File: config.mk
export PLATFORM = sky130hd
export DESIGN_NAME = saturn_bus_responder
export DESIGN_NICKNAME = d
export VERILOG_FILES = /design/src/rtl/saturn_bus_pkg.sv /design/src/rtl/saturn_addr_loader.sv /design/src/rtl/saturn_bus_responder.sv
export SDC_FILE = /design/constraint.sdc
export NUM_CORES = 1
export LEC_CHECK = 0
export BUFFER_PORTS_ARGS = -buffer_cell sky130_fd_sc_hd__buf_2
export CORE_UTILIZATION = 52
export CTS_CLUSTER_DIAMETER = 30
export DETAILED_ROUTE_END_ITERATION = 8
export PLACE_DENSITY = 0.74
export RECOVER_POWER = 50
export SLEW_MARGIN = 20
export SYNTH_ARGS = -nofsm -noshare
export SYNTH_HDL_FRONTEND = slang
export SYNTH_HIERARCHICAL = 1
export SYNTH_SLANG_ARGS = --single-unit
File: constraint.sdc
create_clock -name i_clk -period 3 [get_ports i_clk]
set_clock_uncertainty 0.05 [all_clocks]
set_input_delay 0.45 -clock i_clk [delete_from_list [all_inputs] [get_ports i_clk]]
set_output_delay 0.45 -clock i_clk [all_outputs]
set_load 0.05 [all_outputs]
File: src/rtl/saturn_bus_pkg.sv
// rtl/saturn_bus_pkg.sv - Saturn nibble bus command encodings, FSM states and defaults
package saturn_bus_pkg;

    localparam int SATURN_ADDR_W = 20;

    localparam logic [3:0] BUS_NOP      = 4'd0;
    localparam logic [3:0] BUS_PC_READ  = 4'd1;
    localparam logic [3:0] BUS_DP_READ  = 4'd2;
    localparam logic [3:0] BUS_DP_WRITE = 4'd3;
    localparam logic [3:0] BUS_LOAD_PC  = 4'd4;
    localparam logic [3:0] BUS_LOAD_DP  = 4'd5;
    localparam logic [3:0] BUS_RESET    = 4'd7;

    // Two bits so that corrupted encodings exist and can be steered back to IDLE.
    typedef enum logic [1:0] {
        ST_IDLE = 2'd0,
        ST_LOAD = 2'd1
    } bus_state_t;

endpackage

File: src/rtl/saturn_addr_loader.sv
// rtl/saturn_addr_loader.sv - LSN-first nibble collector for PC/DP address loads
module saturn_addr_loader #(
    parameter int ADDR_W    = 20,
    parameter int ADDR_NIBS = ADDR_W / 4
) (
    input  logic              clk,
    input  logic              rst_n,
    input  logic              clear,
    input  logic              shift,
    input  logic [3:0]        nibble,
    output logic [ADDR_W-1:0] value,
    output logic              last,
    output logic              commit
);

    localparam int CNT_W = (ADDR_NIBS > 1) ? $clog2(ADDR_NIBS) : 1;
    localparam logic [CNT_W-1:0] LAST_IDX = CNT_W'(ADDR_NIBS - 1);

    logic [CNT_W-1:0]  cnt;
    logic [ADDR_W-1:0] shadow;

    // value merges the incoming nibble so the final nibble lands in the same edge as the commit.
    always_comb begin
        value = shadow;
        for (int i = 0; i < ADDR_NIBS; i++) begin
            if (cnt == CNT_W'(i)) begin
                value[4*i +: 4] = nibble;
            end
        end
    end

    assign last   = (cnt == LAST_IDX);
    assign commit = shift && last;

    always_ff @(posedge clk or negedge rst_n) begin
        if (!rst_n) begin
            cnt    <= '0;
            shadow <= '0;
        end else if (clear) begin
            cnt <= '0;
        end else if (shift) begin
            shadow <= value;
            cnt    <= commit ? '0 : cnt + 1'b1;
        end
    end

endmodule

File: src/rtl/saturn_bus_responder.sv
// rtl/saturn_bus_responder.sv - Saturn nibble bus target with PC/DP pointers fronting nibble memory
module saturn_bus_responder
    import saturn_bus_pkg::*;
#(
    parameter int                ADDR_W    = SATURN_ADDR_W,
    parameter int                ADDR_NIBS = ADDR_W / 4,
    parameter logic [ADDR_W-1:0] RESET_PC  = '0
) (
    input  logic              i_clk,
    input  logic              i_reset_n,
    input  logic              i_en_bus_send,
    input  logic              i_en_bus_recv,
    input  logic [3:0]        i_cmd,
    input  logic [3:0]        i_nibble,
    output logic [3:0]        o_nibble,
    output logic              o_nibble_valid,
    output logic              o_bus_error,
    output logic              o_mem_en,
    output logic              o_mem_we,
    output logic [ADDR_W-1:0] o_mem_addr,
    output logic [3:0]        o_mem_wdata,
    input  logic [3:0]        i_mem_rdata
);

    bus_state_t        state;
    bus_state_t        state_next;
    logic [ADDR_W-1:0] pc;
    logic [ADDR_W-1:0] dp;
    logic              read_pending;
    logic              load_is_dp;

    logic              rd_pc;
    logic              rd_dp;
    logic              wr_dp;
    logic              load_start;
    logic              bus_reset;
    logic              illegal;
    logic              shift;
    logic              load_last;
    logic              load_commit;
    logic [ADDR_W-1:0] load_value;

    saturn_addr_loader #(
        .ADDR_W    (ADDR_W),
        .ADDR_NIBS (ADDR_NIBS)
    ) u_loader (
        .clk    (i_clk),
        .rst_n  (i_reset_n),
        .clear  (load_start | bus_reset),
        .shift  (shift),
        .nibble (i_nibble),
        .value  (load_value),
        .last   (load_last),
        .commit (load_commit)
    );

    always_ff @(posedge i_clk or negedge i_reset_n) begin
        if (!i_reset_n) begin
            state <= ST_IDLE;
        end else begin
            state <= state_next;
        end
    end

    always_comb begin
        state_next = state;
        rd_pc      = 1'b0;
        rd_dp      = 1'b0;
        wr_dp      = 1'b0;
        load_start = 1'b0;
        bus_reset  = 1'b0;
        illegal    = 1'b0;
        shift      = 1'b0;

        case (state)
            ST_IDLE: begin
                if (i_en_bus_send && i_cmd != BUS_RESET) begin
                    case (i_cmd)
                        BUS_NOP:      ;
                        BUS_PC_READ:  rd_pc = 1'b1;
                        BUS_DP_READ:  rd_dp = 1'b1;
                        BUS_DP_WRITE: wr_dp = 1'b1;
                        BUS_LOAD_PC, BUS_LOAD_DP: begin
                            load_start = 1'b1;
                            state_next = ST_LOAD;
                        end
                        default:      illegal = 1'b1;
                    endcase
                end
            end
            ST_LOAD: begin
                // Every non-reset send strobe carries an address nibble; the command is don't-care.
                if (i_en_bus_send && i_cmd != BUS_RESET) begin
                    shift = 1'b1;
                    if (load_last) begin
                        state_next = ST_IDLE;
                    end
                end
            end
            default: state_next = ST_IDLE;
        endcase

        if (i_en_bus_send && i_cmd == BUS_RESET) begin
            bus_reset  = 1'b1;
            state_next = ST_IDLE;
        end
    end

    assign o_mem_en    = i_reset_n & (rd_pc | rd_dp | wr_dp);
    assign o_mem_we    = i_reset_n & wr_dp;
    assign o_mem_addr  = (rd_dp || wr_dp) ? dp : pc;
    assign o_mem_wdata = i_nibble;

    always_ff @(posedge i_clk or negedge i_reset_n) begin
        if (!i_reset_n) begin
            pc             <= RESET_PC;
            dp             <= '0;
            read_pending   <= 1'b0;
            load_is_dp     <= 1'b0;
            o_nibble       <= 4'h0;
            o_nibble_valid <= 1'b0;
            o_bus_error    <= 1'b0;
        end else begin
            o_nibble_valid <= 1'b0;
            // Recv is served from the read issued earlier, even when a new send arrives this clock.
            if (i_en_bus_recv && read_pending) begin
                o_nibble       <= i_mem_rdata;
                o_nibble_valid <= 1'b1;
            end

            if (bus_reset) begin
                read_pending <= 1'b0;
            end else if (rd_pc || rd_dp) begin
                read_pending <= 1'b1;
            end else if (i_en_bus_recv) begin
                read_pending <= 1'b0;
            end

            if (load_start) begin
                load_is_dp <= (i_cmd == BUS_LOAD_DP);
            end

            if (bus_reset) begin
                pc <= RESET_PC;
                dp <= '0;
            end else begin
                if (load_commit && !load_is_dp) begin
                    pc <= load_value;
                end else if (rd_pc) begin
                    pc <= pc + ADDR_W'(1);
                end
                if (load_commit && load_is_dp) begin
                    dp <= load_value;
                end else if (rd_dp || wr_dp) begin
                    dp <= dp + ADDR_W'(1);
                end
            end

            if (bus_reset) begin
                o_bus_error <= 1'b0;
            end else if (illegal) begin
                o_bus_error <= 1'b1;
            end
        end
    end

endmodule

==> results.ini <==
[route]
antenna_left=0
drc_errors=0
drt_iter0_drc=203
dr_total_vias=3416
drt-total-wl_mm=10.0
first_pass_iters=5
drt-vias-per-instance=5.92
post_drt_wl_per_cell_um=17.4

[synthesis]
synth_seq_area_share=0.417
synth-xor-area-share=0.0750
synth_compound_area_frac=0.106
synth_top_family_by_area=simple AND/OR/NAND/NOR gates
ys_ff_latch=72
synth_area_per_cell_um2=10.1
syn_inst=430
synthArstFlopShare=1.00
synthesis.area_mm2=0.00432
synthMuxAreaShare=0.171
synth_flop_cell=dfrtp_1
ys_types=47
synthesis.nets=453
yosys.area.top_type=dfrtp_1
synth_edf_count=0
synthAdderAreaFrac=0.0203
post-synth-top-area-fraction=0.417
synth.area.top_cells=dfrtp_1 42%, mux2_2 16%, a21oi_1 4.3%, o21ai_0 4.2%, xnor2_1 4.1%
ys_warn_count=6
synthSimpleGateAreaFrac=0.176

[timing]
slew_headroom=-0.183
max_freq_ghz=0.351
fin_ws_ps=155
rsz0062_at_grt=no
period_share=0.948
setup_viol=0
slew_violations=73
setup_tns_ps=0
finalHoldViolCount=0
worst_pin_slew_ps=1770
fin_crit_ps=2850

[cells_and_area]
layout_commonest_cell=dfrtp_1
nNetsFinal=493
antenna_cells=0
layout-drive-gt1-share=0.282
layout_common_cells=72 x dfrtp_1, 62 x mux2_2, 37 x a21oi_1
final_cells=577
synthToLayoutAreaGrowth_pct=11.6

[run_status]
run_status=finished with violations
failed_checks=max-capacitance violations, max-slew violations

[die]
initial_core_util=0.548
row_count=32
io_pins=48
fp.coreArea_mm2=0.00789
fp.dieW_um=93.2
die-area_mm2=0.00868
die_h_um=93.2

[setup_path]
cp.required_ps=2500
criticalPathCategory=flop to output port
worst-path-buf-inv=2
startpoint_type=flop
cpPeakStageDelay_ps=490
arrival_ps=2350
cpMaxStageDelayCell=or3b_1
cp-end-kind=output port
cp_cell_sequence=or3b_1 > nor3b_4 > buf_12 > mux2_2 > buf_2
crit_fanout=29
cp_top_family=simple AND/OR/NAND/NOR gates

[cts]
cts_buffers=9
clock_path_buffers=2
clock-sinks=72
cts_htree_levels=3
cts-resized-gates=0
post_cts_buffers=0
ctsHoldBuffers=0
path_clk_slew_ps=80
tritoncts=built
insertion_delay_ps=350
cts.root.buffer_cell=clkbuf_8

[global_routing]
antenna_found_initial=0
overflow=0
grt_pass1_wl_mm=16.4
grt_usage=0.248
grt_max_degree=73
grt_pass1_vias=3283

[placement]
io_buffers=47
gp_congestion=0.846
dp_slack_ps=372
hpwlAfterDp_mm=7.17
dp_cells=561

[power_and_ir_drop]
ir_drop_v=0.000465
power.density_mw_per_mm2=927
p_total_mw=4.47
power.leakage_nw=2.09

[run]
maxCapViolCount=1

[min_path]
worstHoldPathType=input pin to flop

[area by class of cell]
type	count	area (µm²)
clock buffer	11	141
clock inverter	5	56.3
fill	633	3070
inverter	8	30.0
multi-input combinational	324	2380
sequential	72	1800
tap	102	128
timing repair buffer	55	288
[power by group]
group          internal (mW)  leakage (nW)  switching, mW
Sequential              1.36         0.937          0.384
Combinational          0.776          1.06           1.18
Clock                  0.406        0.0993          0.369
[registers in the layout, summed over array words and instances, names as in the netlist]
name	flops
o_bus_error	1
state	1
pc	20
dp	20
u_loader/shadow	20
u_loader/cnt	3
read_pending	1
load_is_dp	1
o_nibble	4
o_nibble_valid	1
[kinds of logic after synthesis]
| family | Yosys count |
|---|---|
| adder cells (fa/ha/maj) | 7 |
| AO/OA/AOI/OAI | 85 |
| AND/OR/NAND/NOR | 129 |
| multiplexers | 66 |
| buffers and inverters | 34 |
| XOR/XNOR | 37 |
| flip-flops | 72 |
[worst paths after layout]
kind                                       end  cells after the start  slack (ps)           startpoint
min reg2reg                u_loader/shadow[17]                      1         450  u_loader/shadow[17]
max in group asynchronous               pc[15]                      2        1160            i_reset_n
min in group asynchronous                dp[1]                      2         700            i_reset_n
max reg2reg                             dp[15]                      5         780             state[0]
min                                o_nibble[2]                      2         280       i_mem_rdata[2]
max                             o_mem_addr[13]                      5         150             state[0]
[cell usage after synthesis, types with 4 or more instances]
master and instances:
nand3_1 22, mux2i_1 4, buf_4 5, xnor2_1 20, mux2_2 62, inv_1 8
and4_1 4, dfrtp_1 72, o21ai_0 36, nor3_1 8, a211oi_1 7, xor2_1 17
a21oi_1 37, nand4_1 7, nand2_1 24, nor2_1 23, and3_1 4, ha_1 7
clkbuf_1 17
[through the flow]
step | cell area [µm²] | utilization | hold slack (ps)
2_1_floorplan | 4320 | - | 104
3_3_place_gp | 4640 | 0.589 | 431
3_5_place_dp | 4640 | 0.589 | 438
4_1_cts | 4840 | 0.614 | 268
5_1_grt | 4820 | 0.611 | 261
6_report | 4820 | 0.611 | 283
[layer usage]
| metal | vias up | part of all wire | global-route usage | wire (µm) |
|---|---|---|---|---|
| met5 | - | 0 | 0 | 0 |
| met4 | 0 | 0.019 | 0.0846 | 193 |
| met3 | 20 | 0.051 | 0.0537 | 511 |
| met2 | 99 | 0.47 | 0.388 | 4660 |
| met1 | 1672 | 0.46 | 0.341 | 4660 |
| li1 | 1625 | - | - | - |
(Power assumes the default switching activity.)
